$ cat src/rtl/alu_pkg.sv
// Shared constants and types for the ALU issue controller: widths, error codes,
// response flag bit positions and the controller state encoding.
package alu_pkg;

  localparam int DATA_W      = 8;
  localparam int NUM_OPCODES = 20;
  localparam int OPC_W       = 5;
  localparam int FLAGS_W     = 5;

  localparam logic [1:0] ERR_OK  = 2'b00;
  localparam logic [1:0] ERR_OPC = 2'b01;
  localparam logic [1:0] ERR_TMO = 2'b10;

  // Bit positions inside rsp_flags = {overflow, negative, zero, borrow, carry}
  localparam int FLG_CARRY  = 0;
  localparam int FLG_BORROW = 1;
  localparam int FLG_ZERO   = 2;
  localparam int FLG_NEG    = 3;
  localparam int FLG_OVF    = 4;

  typedef enum logic [1:0] {IDLE, ISSUE, WAIT, RESP} state_t;

endpackage

$ cat src/rtl/alu_issue_ctrl.sv
// Host-facing initiator for the 8-bit ALU: accepts one command, strobes it into
// the ALU, waits (bounded) for the result and returns result, flags and status.
module alu_issue_ctrl
  import alu_pkg::*;
#(
  parameter int DATA_W         = alu_pkg::DATA_W,
  parameter int NUM_OPCODES    = alu_pkg::NUM_OPCODES,
  parameter int TIMEOUT_CYCLES = 16
) (
  input  logic                     clk,
  input  logic                     rst,
  input  logic                     cmd_valid,
  output logic                     cmd_ready,
  input  logic [OPC_W-1:0]         cmd_opcode,
  input  logic signed [DATA_W-1:0] cmd_a,
  input  logic signed [DATA_W-1:0] cmd_b,
  input  logic                     cmd_chain,
  output logic                     alu_enable,
  output logic                     alu_input_ready,
  output logic [OPC_W-1:0]         alu_opcode,
  output logic signed [DATA_W-1:0] alu_operand_A,
  output logic signed [DATA_W-1:0] alu_operand_B,
  output logic                     alu_carry_in,
  output logic                     alu_borrow_in,
  input  logic [DATA_W-1:0]        alu_result_out,
  input  logic                     alu_result_ready,
  input  logic                     alu_carry_out,
  input  logic                     alu_borrow_out,
  input  logic                     alu_zero,
  input  logic                     alu_negative,
  input  logic                     alu_overflow,
  output logic                     rsp_valid,
  input  logic                     rsp_ready,
  output logic [DATA_W-1:0]        rsp_result,
  output logic [FLAGS_W-1:0]       rsp_flags,
  output logic [1:0]               rsp_err
);

  localparam int CNT_W = (TIMEOUT_CYCLES > 2) ? $clog2(TIMEOUT_CYCLES) : 1;
  localparam logic [CNT_W-1:0] CNT_LAST = CNT_W'(TIMEOUT_CYCLES - 1);

  state_t           r_state;
  logic [CNT_W-1:0] r_cnt;
  logic             r_flag_c;
  logic             r_flag_b;

  logic             w_opc_legal;
  logic [CNT_W-1:0] w_cnt_nxt;

  assign w_opc_legal = (32'(cmd_opcode) < NUM_OPCODES);
  assign w_cnt_nxt   = r_cnt + 1'b1;

  always_ff @(posedge clk) begin
    if (rst) begin
      r_state         <= IDLE;
      r_cnt           <= '0;
      r_flag_c        <= 1'b0;
      r_flag_b        <= 1'b0;
      cmd_ready       <= 1'b1;
      rsp_valid       <= 1'b0;
      alu_enable      <= 1'b0;
      alu_input_ready <= 1'b0;
      alu_opcode      <= '0;
      alu_operand_A   <= '0;
      alu_operand_B   <= '0;
      alu_carry_in    <= 1'b0;
      alu_borrow_in   <= 1'b0;
      rsp_result      <= '0;
      rsp_flags       <= '0;
      rsp_err         <= ERR_OK;
    end else begin
      alu_input_ready <= 1'b0;
      case (r_state)
        IDLE: begin
          if (cmd_valid) begin
            cmd_ready <= 1'b0;
            if (w_opc_legal) begin
              // Chain inputs are resolved here; the flag register cannot change before ISSUE.
              alu_opcode      <= cmd_opcode;
              alu_operand_A   <= cmd_a;
              alu_operand_B   <= cmd_b;
              alu_carry_in    <= cmd_chain & r_flag_c;
              alu_borrow_in   <= cmd_chain & r_flag_b;
              alu_enable      <= 1'b1;
              alu_input_ready <= 1'b1;
              r_state         <= ISSUE;
            end else begin
              rsp_valid  <= 1'b1;
              rsp_err    <= ERR_OPC;
              rsp_result <= '0;
              rsp_flags  <= '0;
              r_state    <= RESP;
            end
          end
        end
        ISSUE: begin
          r_cnt   <= '0;
          r_state <= WAIT;
        end
        WAIT: begin
          if (alu_result_ready) begin
            rsp_result <= alu_result_out;
            rsp_flags  <= {alu_overflow, alu_negative, alu_zero, alu_borrow_out, alu_carry_out};
            rsp_err    <= ERR_OK;
            r_flag_c   <= alu_carry_out;
            r_flag_b   <= alu_borrow_out;
            rsp_valid  <= 1'b1;
            alu_enable <= 1'b0;
            r_state    <= RESP;
          end else if (w_cnt_nxt == CNT_LAST) begin
            rsp_result <= '0;
            rsp_flags  <= '0;
            rsp_err    <= ERR_TMO;
            rsp_valid  <= 1'b1;
            alu_enable <= 1'b0;
            r_state    <= RESP;
          end else begin
            r_cnt <= w_cnt_nxt;
          end
        end
        RESP: begin
          if (rsp_ready) begin
            rsp_valid <= 1'b0;
            cmd_ready <= 1'b1;
            r_state   <= IDLE;
          end
        end
        default: r_state <= IDLE;
      endcase
    end
  end

endmodule
$ cat config.mk
export PLATFORM = sky130hd
export DESIGN_NAME = alu_issue_ctrl
export DESIGN_NICKNAME = d
export VERILOG_FILES = /design/src/rtl/alu_pkg.sv /design/src/rtl/alu_issue_ctrl.sv
export SDC_FILE = /design/constraint.sdc
export NUM_CORES = 1
export LEC_CHECK = 0
export CAP_MARGIN = 20
export CORE_AREA = 5 5 115 74
export CTS_CLUSTER_DIAMETER = 40
export DETAILED_ROUTE_END_ITERATION = 10
export DIE_AREA = 0 0 120 79
export PLACE_DENSITY_LB_ADDON = 0.3
export SLEW_MARGIN = 20
export SYNTH_ARGS = -nofsm -noshare
export SYNTH_HDL_FRONTEND = slang
export SYNTH_SLANG_ARGS = --single-unit
export TNS_END_PERCENT = 100
$ cat constraint.sdc
create_clock -name clk -period 2 [get_ports clk]
set_input_delay 0.4 -clock clk [delete_from_list [all_inputs] [get_ports clk]]
set_output_delay 0.4 -clock clk [all_outputs]
set_load 0.05 [all_outputs]
==> metrics.md, run 1 <==
| Metric | Value |
|---|---|
| Run status | finished clean |
| Crit path max fanout | 2 |
| Via count of the first global-routing pass | 1977 |
| Clock tree buffer depth | 2 |
| Worst R2R Start | r_cnt[0] |
| Initial core utilization | 0.283 |
| Most numerous cell types in the synthesized netlist | sky130_fd_sc_hd__nand2_1, sky130_fd_sc_hd__dfxtp_1, sky130_fd_sc_hd__a21oi_1 |
| Sequential share of the synthesized area | 0.473 |
| Register Area | 1000 um2 |
| Top-area cell type share of the netlist area | 0.473 |
| Worst setup skew after layout | 0.00592 ns |
| Site Rows | 25 |
| Clock-pin slew on the worst setup and hold paths | 0.07 ns |
| Buffers plus inverters on the worst setup path | 1 |
| Non-filler instance count after layout | 436 |
| Placed wire-length estimate | 4.13 mm |
| Count of nets after finishing | 387 |
| Setup WS post-layout | 0.125 ns |
| Critical-path cell list | clkdlybuf4s50_1 |
| Pin count of the biggest net entering global routing | 27 |
| Final Max Tran Viols | 0 |
| Setup total negative slack | 0 ns |
| Net Count, Synth | 298 |
| Max layer used | met4 |
| Count of unique library cells instantiated by Yosys | 36 |
| Number of clock sinks | 50 |
| Synth Warn # | 0 |
| Drt drc | 0 |
| Synthesized area per cell | 8.40 um2 |
| Start point of the critical path | rsp_valid |
| Largest area contributor in the netlist | sky130_fd_sc_hd__dfxtp_1 |
| Core region area | 7480 um2 |
| Global-route wire length before repair | 9.32 mm |
| Placed Instances | 428 |
| Final Hold Vio Count | 0 |
| Io pins | 82 |
| Multi-input gate area in the final layout | 1020 um2 |
| Share of cells above drive strength 1 | 0.108 |
| Reported max-cap violation count | 0 |
| Critical Path Max Stage Delay | 0.83 ns |
| Count of antenna diodes in the layout | 0 |
| Post-Place Setup Slack | -0.0517 ns |
| Final-report setup violation count | 0 |
| Routed metal-1 wire length | 2.74 mm |
| Total via count after detailed routing | 1964 |
| Power density normalized to cell area | 1110 nW/um2 |
| Mapped cell area | 2120 um2 |
| Crit-path leading delay family | buffers and inverters |
| Initial antenna violation count | 0 |
| Number of buffers added by the clock tree synthesis step | 5 |
| Post-synthesis to final-layout area growth | 53.8% |
| CTS tree | done |
| Static leakage power | 1.25 nW |
| DR pass1 iterations | 4 |
| Crit Path Category | flip-flop to output port |
| Top achievable clock speed | 0.533 GHz |
| Kind of end point of the critical path | output port |
| Root buffer selected by CTS | sky130_fd_sc_hd__clkbuf_16 |
| Number of buffer cells added on primary ports | 81 |
| First-iteration detailed-routing DRC count | 124 |
| Later-pin clock latency in the skew report | 0.29 ns |
| Synth Flop Type | sky130_fd_sc_hd__dfxtp_1 |
| Hold path startpoint | alu_opcode[3] |
| Drt total wl | 5.53 mm |
| Slew margin rel. | 0.653 |
| Worst IR drop on VDD | 0.569 mV |
| Overflow left after global routing | 0 |
| Chip height | 79 um |
| Via-to-Cell Ratio | 4.50 |
| Number of buffers added to fix hold violations after cts | 0 |
| Die footprint | 9480 um2 |
| Weighted congestion reported at the end of routability-driven placement | 0.792 |
| Cell area after layout | 3260 um2 |
| Post-CTS Repair Setup Buffers | 0 |
| Sum of met3 wire segment lengths after detailed routing | 338 um |
| EDFF count, synth | 0 |
| Library cell contributing the largest single delay on the critical path | sky130_fd_sc_hd__clkdlybuf4s50_1 |
| Post-CTS Resized | 0 |
| # H-tree levels | 2 |
| Arrival @ worst endpoint | 1.47 ns |
| WP data required | 1.60 ns |
| Class of the tightest hold or removal check | flip-flop to flip-flop |
| Top area cells in the synthesized netlist | sky130_fd_sc_hd__dfxtp_1, sky130_fd_sc_hd__nand2_1, sky130_fd_sc_hd__a21oi_1 |
| Most common cell in the netlist | sky130_fd_sc_hd__nand2_1 |
| Final hold slack | 0.451 ns |
| Critical path startpoint category | flip-flop |
| Proportion of register bits with asynchronous set or reset after synthesis | 0 |
| RSZ-0062 raised after global routing | false |
| Post-DRT Antenna Nets | 0 |
| Final period util | 0.937 |
| Placed inst area | 3090 um2 |
| Detail Route met2 WL | 2.36 mm |
| Time the final worst path needs with I/O delays and setup | 1.87 ns |
| Number of standard cells after synthesis | 252 |
| Overall global routing resource usage | 0.120 |
| WL/cell | 12.7 um |
| Actual slew at the worst max-slew pin | 0.519 ns |
| Flops & latches, synth | 50 |
| Horizontal die dimension | 120 um |
| Number of fill cells in the layout | 726 |
-- cell type report --
cell class	count	share of cell area
inverter	6	0.00692
multi-input combinational	183	0.314
tap	94	0.0361
clock buffer	5	0.0384
clock inverter	3	0.0134
timing repair buffer	95	0.284
sequential	50	0.307
-- stage by stage --
stage	power [mW]	utilization
6_report	3.62	0.436
5_1_grt	3.82	0.436
4_1_cts	3.66	0.436
3_5_place_dp	2.67	0.413
3_3_place_gp	2.66	0.413
2_1_floorplan	2.20	-
-- registers in the layout (all words and copies together) (netlist names) --
name / cells
alu_input_ready: 1
r_flag_b: 1
alu_operand_B: 8
r_flag_c: 1
r_cnt: 4
rsp_valid: 1
rsp_result: 8
alu_opcode: 5
rsp_flags: 5
alu_carry_in: 1
alu_operand_A: 8
alu_borrow_in: 1
rsp_err: 2
r_state: 2
alu_enable: 1
cmd_ready: 1
-- kinds of logic after synthesis --
group / Yosys count / synth area share
buffers and inverters: 19 / 0.0449
AOI/OAI and AO/OA: 53 / 0.157
DFF: 50 / 0.473
muxes: 13 / 0.0626
and+or+nand+nor: 111 / 0.228
adders and majority gates: 6 / 0.0355
-- final timing paths --
kind | cells after the start | slack [ns] | to
worst max register to register | 7 | 0.20 | r_state[0]
worst max-delay path | 1 | 0.13 | rsp_valid
worst min-delay path | 2 | 0.45 | alu_opcode[3]
worst min register to register | 2 | 0.45 | alu_opcode[3]
-- power breakdown --
group | total (mW) | switching [mW] | internal, mW
sequential | 1.20 | 0.0792 | 1.12
combinational | 1.44 | 0.871 | 0.568
clock | 0.975 | 0.383 | 0.593
-- routing by layer --
| layer | GRT usage | vias to the layer above |
|---|---|---|
| met5 | 0 | - |
| met4 | 0.0354 | 0 |
| met3 | 0.0441 | 8 |
| met2 | 0.184 | 59 |
| met1 | 0.159 | 877 |
| li1 | - | 1020 |
-- layout by cell type, fill, tap and decap left out, types with 2 or more instances in the layout --
cell                              synthesis  final
sky130_fd_sc_hd__o21bai_1                 2      2
sky130_fd_sc_hd__mux2_2                   2      2
sky130_fd_sc_hd__ha_1                     6      6
sky130_fd_sc_hd__clkbuf_16                0      5
sky130_fd_sc_hd__nand2_1                 74     74
sky130_fd_sc_hd__inv_1                    6      6
sky130_fd_sc_hd__mux2i_1                 11     11
sky130_fd_sc_hd__nand3_1                 10     10
sky130_fd_sc_hd__buf_4                    3     15
sky130_fd_sc_hd__nor2b_1                  3      2
sky130_fd_sc_hd__dfxtp_1                 50     50
sky130_fd_sc_hd__a31oi_1                  3      3
sky130_fd_sc_hd__a21oi_1                 32     32
sky130_fd_sc_hd__nand2b_1                 6      6
sky130_fd_sc_hd__nor2_1                  11     11
sky130_fd_sc_hd__clkdlybuf4s50_1          0     79
sky130_fd_sc_hd__o21ai_0                  6      6
Power figures use the tool's default switching activity.
==> inputs of run 2 (changes only) <==
- CORE_AREA: 5 5 115 74 -> 5 5 104 67
- DIE_AREA: 0 0 120 79 -> 0 0 109 72
- MAX_ROUTING_LAYER: default -> met4
==> run 2 against run 1 <==
  * Global-route usage increased by 2.7 points
  * Non-clock buffer count decreased by 1
  * Largest cell class unchanged
  * Routed wire length decreased by 3.1%
==> metrics.md, run 2 (synthesized netlist as in run 1, its figures left out) <==
| Metric | Value |
|---|---|
| Count of antenna diodes in the layout | 0 (unchanged) |
| Max layer used | met4 (unchanged) |
| Drt total wl | 5.36 mm (was 5.53 mm) |
| Arrival @ worst endpoint | 1.49 ns (was 1.47 ns) |
| Placed Instances | 417 (was 428) |
| Clock tree buffer depth | 2 (unchanged) |
| Reported max-cap violation count | 0 (unchanged) |
| Static leakage power | 1.22 nW (was 1.25 nW) |
| Site Rows | 22 (was 25) |
| Drt drc | 0 (unchanged) |
| Worst R2R Start | r_cnt[0] (unchanged) |
| Number of fill cells in the layout | 563 (was 726) |
| DR pass1 iterations | 4 (unchanged) |
| Initial antenna violation count | 0 (unchanged) |
| Share of cells above drive strength 1 | 0.103 (was 0.108) |
| First-iteration detailed-routing DRC count | 99 (was 124) |
| Number of buffer cells added on primary ports | 81 (unchanged) |
| Hold path startpoint | alu_operand_B[3] (was alu_opcode[3]) |
| Weighted congestion reported at the end of routability-driven placement | 0.889 (was 0.792) |
| Via count of the first global-routing pass | 1982 (was 1977) |
| Critical-path cell list | clkdlybuf4s50_1 (unchanged) |
| Die footprint | 7850 um2 (was 9480 um2) |
| Number of clock sinks | 50 (unchanged) |
| Largest registers in the final layout | alu_operand_A x8, alu_operand_B x8, rsp_result x8 (unchanged) |
| Library cell contributing the largest single delay on the critical path | sky130_fd_sc_hd__clkdlybuf4s50_1 (unchanged) |
| Routed metal-1 wire length | 2.59 mm (was 2.74 mm) |
| Most common cell after layout, fill and taps aside | sky130_fd_sc_hd__clkdlybuf4s50_1 (unchanged) |
| Worst hold path endpoint | alu_operand_B[3] (was alu_opcode[3]) |
| Chip height | 72 um (was 79 um) |
| Crit Path Category | flip-flop to output port (unchanged) |
| Initial core utilization | 0.358 (was 0.283) |
| CTS tree | done (unchanged) |
| Final Hold Vio Count | 0 (unchanged) |
| Top achievable clock speed | 0.528 GHz (was 0.533 GHz) |
| Setup total negative slack | 0 ns (unchanged) |
| Cell depth of the worst hold path | 2 (unchanged) |
| Core region area | 5920 um2 (was 7480 um2) |
| Run status | finished clean (unchanged) |
| Final period util | 0.947 (was 0.937) |
| Clock-pin slew on the worst setup and hold paths | 0.09 ns (was 0.07 ns) |
| # H-tree levels | 2 (unchanged) |
| Slew margin rel. | 0.644 (was 0.653) |
| Reg2reg setup slack | 0.20 ns (about the same) |
| Root buffer selected by CTS | sky130_fd_sc_hd__clkbuf_8 (was sky130_fd_sc_hd__clkbuf_16) |
| Final core utilization | 0.538 (was 0.436) |
| Horizontal die dimension | 109 um (was 120 um) |
| Multi-input gate area in the final layout | 1020 um2 (unchanged) |
| RSZ-0062 raised after global routing | false (unchanged) |
| Class of the tightest hold or removal check | flip-flop to flip-flop (unchanged) |
| Worst IR drop on VDD | 0.426 mV (was 0.569 mV) |
| Pin count of the biggest net entering global routing | 28 (was 27) |
| Post-CTS Resized | 0 (unchanged) |
| Final-report setup violation count | 0 (unchanged) |
| Io pins | 82 (unchanged) |
| Register Area | 1000 um2 (unchanged) |
| Kind of end point of the critical path | output port (unchanged) |
| Post-Place Setup Slack | -0.0661 ns (was -0.0517 ns) |
| Worst setup skew after layout | 0.00740 ns (was 0.00592 ns) |
| Global-route wire length before repair | 9.05 mm (was 9.32 mm) |
| Power density normalized to cell area | 1050 nW/um2 (was 1110 nW/um2) |
| Placed wire-length estimate | 4.19 mm (was 4.13 mm) |
| Sum of met3 wire segment lengths after detailed routing | 346 um (was 338 um) |
| Post-synthesis to final-layout area growth | 50.4% (was 53.8%) |
| Detail Route met2 WL | 2.39 mm (was 2.36 mm) |
| WP data required | 1.60 ns (about the same) |
| Endpoint of the worst-slack reg-to-reg timing path | r_state[0] (unchanged) |
| Via-to-Cell Ratio | 4.68 (was 4.50) |
| Time the final worst path needs with I/O delays and setup | 1.89 ns (was 1.87 ns) |
| Total via count after detailed routing | 1989 (was 1964) |
| Final Max Tran Viols | 0 (unchanged) |
| Top library cells by usage in the layout, fill and taps aside | sky130_fd_sc_hd__clkdlybuf4s50_1, sky130_fd_sc_hd__nand2_1, sky130_fd_sc_hd__dfxtp_1, sky130_fd_sc_hd__a21oi_1, sky130_fd_sc_hd__buf_4 (unchanged) |
| Worst reg-to-reg path cell count | 7 (unchanged) |
| Non-filler instance count after layout | 425 (was 436) |
| Crit-path leading delay family | buffers and inverters (unchanged) |
| Overall global routing resource usage | 0.147 (was 0.120) |
| Actual slew at the worst max-slew pin | 0.533 ns (was 0.519 ns) |
| Critical path startpoint category | flip-flop (unchanged) |
| Later-pin clock latency in the skew report | 0.30 ns (was 0.29 ns) |
| Number of buffers added to fix hold violations after cts | 0 (unchanged) |
| Setup WS post-layout | 0.107 ns (was 0.125 ns) |
| Critical Path Max Stage Delay | 0.82 ns (was 0.83 ns) |
| Post-CTS Repair Setup Buffers | 0 (unchanged) |
| WL/cell | 12.6 um (was 12.7 um) |
| Crit path max fanout | 2 (unchanged) |
| Total power of the final layout | 3.35 mW (was 3.62 mW) |
| Number of buffers added by the clock tree synthesis step | 5 (unchanged) |
| Post-DRT Antenna Nets | 0 (unchanged) |
| Count of nets after finishing | 386 (was 387) |
| Overflow left after global routing | 0 (unchanged) |
| Buffers plus inverters on the worst setup path | 1 (unchanged) |
==> run 2: cell count changes in the layout (fill, tap and decap cells not counted), sizes merged <==
cell / previous run / this run
buf: 16 / 14
clkdlybuf4s50: 79 / 80
==> run 2: worst max path at each step <==
stage | from | endpoint | slack [ns] | depth (start not counted)
2_1_floorplan | r_state[0] | rsp_flags[0] | 0.29 | 8
3_3_place_gp | alu_result_ready | rsp_flags[1] | -0.008 | 6
3_5_place_dp | alu_result_ready | rsp_result[4] | -0.07 | 7
4_1_cts | rsp_err[1] | rsp_err[1] | 0.08 | 1
5_1_grt | r_cnt[0] | r_state[0] | 0.04 | 7
6_report | rsp_err[1] | rsp_err[1] | 0.11 | 1
==> run 2: tightest hold or removal path: stages, from the launching register on <==
cell and delay, ns:
sky130_fd_sc_hd__dfxtp_1 0.32, sky130_fd_sc_hd__nand2_1 0.05, sky130_fd_sc_hd__a21oi_1 0.05
==> run 2: cell type report <==
cell class              instances  share of cell area
multi-input cells             183               0.322
well taps                      84              0.0330
clock buffers                   5              0.0216
repair buffers                 94               0.289
inverters                       6             0.00708
clock inverters                 3              0.0138
flip-flops and latches         50               0.314
==> run 2: metrics by stage <==
stage	hold slack [ns]	instance area [um2]
after floorplan	0.437	2120
after CTS	0.463	3180
after global routing	0.484	3180
after detailed placement	0.448	3070
after global placement	0.441	3070
final	0.457	3180
==> run 2: power by group <==
| group | internal (mW) | total, mW | switching, mW |
|---|---|---|---|
| logic | 0.566 | 1.44 | 0.873 |
| registers | 1.12 | 1.20 | 0.0759 |
| clock network | 0.375 | 0.709 | 0.334 |
| total | 2.06 | 3.35 | 1.28 |
==> run 2: layer usage <==
layer,up-vias,GRT usage
met2,62,0.222
met3,4,0.0356
li1,1021,-
met4,0,0.0336
met1,902,0.199
met5,-,-
==> inputs of run 3 (changes only) <==
==> constraint.sdc (replaced) <==
create_clock -name clk -period 2 [get_ports clk]
set_input_delay 0.4 -clock clk [delete_from_list [all_inputs] [get_ports clk]]
set_output_delay 0.4 -clock clk [all_outputs]
set_load 0.02 [all_outputs]
==> run 3 against run 2 <==
  * Critical path depth up 6
  * Clock skew down 0.0035 ns
  * Worst setup slack improved by 0.082 ns
  * Fmax rose by 4.5%
  * Core utilization barely moved
  * Sequential power is essentially flat
  * Non-clock buffer count did not move
  * Sequential share of layout area about the same
  * Largest power group unchanged
==> metrics.md, run 3 (synthesized netlist as in run 1, its figures left out) <==
| Metric | Value |
|---|---|
| Die footprint | 7850 um2 (unchanged) |
| Overall global routing resource usage | 0.147 (about the same) |
| Post-DRT Antenna Nets | 0 (unchanged) |
| Crit path max fanout | 6 (was 2) |
| Critical path startpoint category | flip-flop (unchanged) |
| Critical Path Max Stage Delay | 0.35 ns (was 0.82 ns) |
| Register Area | 1000 um2 (unchanged) |
| Number of buffers added by the clock tree synthesis step | 5 (unchanged) |
| # H-tree levels | 2 (unchanged) |
| Placed Instances | 417 (unchanged) |
| DR pass1 iterations | 4 (unchanged) |
| Time the final worst path needs with I/O delays and setup | 1.81 ns (was 1.89 ns) |
| Non-filler instance count after layout | 424 (was 425) |
| Net Switching | 1.06 mW (was 1.28 mW) |
| Final core utilization | 0.538 (about the same) |
| Crit Path Category | flip-flop to flip-flop (was flip-flop to output port) |
| Number of buffer cells added on primary ports | 81 (unchanged) |
| Later-pin clock latency in the skew report | 0.29 ns (was 0.30 ns) |
| Global-route wire length before repair | 9.02 mm (was 9.05 mm) |
| Pin count of the biggest net entering global routing | 28 (unchanged) |
| Clock tree buffer depth | 2 (unchanged) |
| Total via count after detailed routing | 1948 (was 1989) |
| WL/cell | 12.9 um (was 12.6 um) |
| Weighted congestion reported at the end of routability-driven placement | 0.882 (was 0.889) |
| Overflow left after global routing | 0 (unchanged) |
| Post-synthesis to final-layout area growth | 50.5% (was 50.4%) |
| Logic pwr share | 0.393 (was 0.430) |
| Drt drc | 0 (unchanged) |
| Post-Place Setup Slack | -0.0444 ns (was -0.0661 ns) |
| Kind of end point of the critical path | flip-flop (was output port) |
| Critical-path cell list | ha_1 > nand2b_1 > o21ai_2 > a21o_4 > buf_4 > nand3_1 > a221oi_2 (was clkdlybuf4s50_1) |
| First-iteration detailed-routing DRC count | 93 (was 99) |
| WP data required | 2.22 ns (was 1.60 ns) |
| Share of cells above drive strength 1 | 0.0971 (was 0.103) |
| Final Max Tran Viols | 0 (unchanged) |
| Largest registers in the final layout | alu_operand_A x8, alu_operand_B x8, rsp_result x8 (unchanged) |
| Final hold slack | 0.456 ns (was 0.457 ns) |
| Static leakage power | 1.22 nW (about the same) |
| Slew margin rel. | 0.770 (was 0.644) |
| Worst setup skew after layout | 0.00386 ns (was 0.00740 ns) |
| Power share of the sequential group | 0.381 (was 0.358) |
| Most common cell after layout, fill and taps aside | sky130_fd_sc_hd__clkdlybuf4s50_1 (unchanged) |
| Number of clock sinks | 50 (unchanged) |
| Share of total power in the clock network | 0.226 (was 0.212) |
| Io pins | 82 (unchanged) |
| CTS tree | done (unchanged) |
| Via count of the first global-routing pass | 1968 (was 1982) |
| Reported max-cap violation count | 0 (unchanged) |
| Horizontal die dimension | 109 um (unchanged) |
| Top library cells by usage in the layout, fill and taps aside | sky130_fd_sc_hd__clkdlybuf4s50_1, sky130_fd_sc_hd__nand2_1, sky130_fd_sc_hd__dfxtp_1, sky130_fd_sc_hd__a21oi_1, sky130_fd_sc_hd__buf_4 (unchanged) |
| Cell-internal power | 2.09 mW (was 2.06 mW) |
| Final-report setup violation count | 0 (unchanged) |
| Clock-pin slew on the worst setup and hold paths | 0.08 ns (was 0.09 ns) |
| RSZ-0062 raised after global routing | false (unchanged) |
| Drt total wl | 5.47 mm (was 5.36 mm) |
| Power density normalized to cell area | 990 nW/um2 (was 1050 nW/um2) |
| Core region area | 5920 um2 (unchanged) |
| Cell area after layout | 3190 um2 (was 3180 um2) |
| Library cell contributing the largest single delay on the critical path | sky130_fd_sc_hd__dfxtp_1 (was sky130_fd_sc_hd__clkdlybuf4s50_1) |
| Count of nets after finishing | 386 (unchanged) |
| Final Hold Vio Count | 0 (unchanged) |
| Count of antenna diodes in the layout | 0 (unchanged) |
| Actual slew at the worst max-slew pin | 0.342 ns (was 0.533 ns) |
| Top achievable clock speed | 0.552 GHz (was 0.528 GHz) |
| Initial core utilization | 0.358 (unchanged) |
| Final period util | 0.906 (was 0.947) |
| Worst IR drop on VDD | 0.404 mV (was 0.426 mV) |
| Placed inst area | 3070 um2 (about the same) |
| Placed wire-length estimate | 4.18 mm (was 4.19 mm) |
| Root buffer selected by CTS | sky130_fd_sc_hd__clkbuf_8 (unchanged) |
| Arrival @ worst endpoint | 2.03 ns (was 1.49 ns) |
| Net switching share of the total power | 0.336 (was 0.383) |
| Multi-input gate area in the final layout | 1020 um2 (unchanged) |
| Initial antenna violation count | 0 (unchanged) |
| Via-to-Cell Ratio | 4.59 (was 4.68) |
| Number of buffers added to fix hold violations after cts | 0 (unchanged) |
| Site Rows | 22 (unchanged) |
| Setup WS post-layout | 0.189 ns (was 0.107 ns) |
| Number of fill cells in the layout | 550 (was 563) |
| Run status | finished clean (unchanged) |
| Class of the tightest hold or removal check | flip-flop to flip-flop (unchanged) |
| Chip height | 72 um (unchanged) |
## run 3: final cells by class
| class | instances | share of cell area |
|---|---|---|
| multi-input cells | 183 | 0.321 |
| flip-flops and latches | 50 | 0.314 |
| repair buffers | 94 | 0.289 |
| well taps | 84 | 0.0330 |
| clock buffers | 6 | 0.0259 |
| clock inverters | 1 | 0.00943 |
| inverters | 6 | 0.00707 |
## run 3: what timing repair did
action	4_1_cts	5_1_grt
resized for setup	0	0
buffers inserted	0	0
endpoints found under the hold margin	0	0
setup endpoints to repair	0	1
## run 3: final timing paths
kind / from / endpoint / slack, ns / cells past startpoint
max: r_cnt[0] / r_state[0] / 0.19 / 7
min: alu_operand_A[5] / alu_operand_A[5] / 0.46 / 2
max reg2reg: r_cnt[0] / r_state[0] / 0.19 / 7
min reg2reg: alu_operand_A[5] / alu_operand_A[5] / 0.46 / 2
## run 3: worst max-delay path: cells and delay by family (launching register included)
family / cells / cell delay [ns]
AOI/OAI and AO/OA: 3 / 0.67
adders and majority gates: 1 / 0.24
buffers and inverters: 1 / 0.14
DFF: 1 / 0.35
and+or+nand+nor: 2 / 0.34
## run 3: per-layer routing
layer / wire [um] / GRT usage
met1: 2690 / 0.195
met2: 2450 / 0.225
met3: 295 / 0.0356
met4: 34 / 0.0378
met5: 0 / -
## run 3: stage by stage
| step | power, mW | TNS (ns) |
|---|---|---|
| CTS | 3.18 | 0 |
| global route | 3.35 | 0 |
| floorplan | 1.99 | 0 |
| finish | 3.15 | 0 |
| global placement | 2.44 | -0.0189 |
| detailed placement | 2.46 | -0.357 |
## run 3: power by group through the flow
stage	combinational, mW	clock (mW)	sequential (mW)
2_1_floorplan	0.663	0	1.33
3_3_place_gp	1.22	0	1.22
3_5_place_dp	1.24	0	1.22
4_1_cts	1.25	0.734	1.20
5_1_grt	1.36	0.766	1.22
6_report	1.24	0.713	1.20
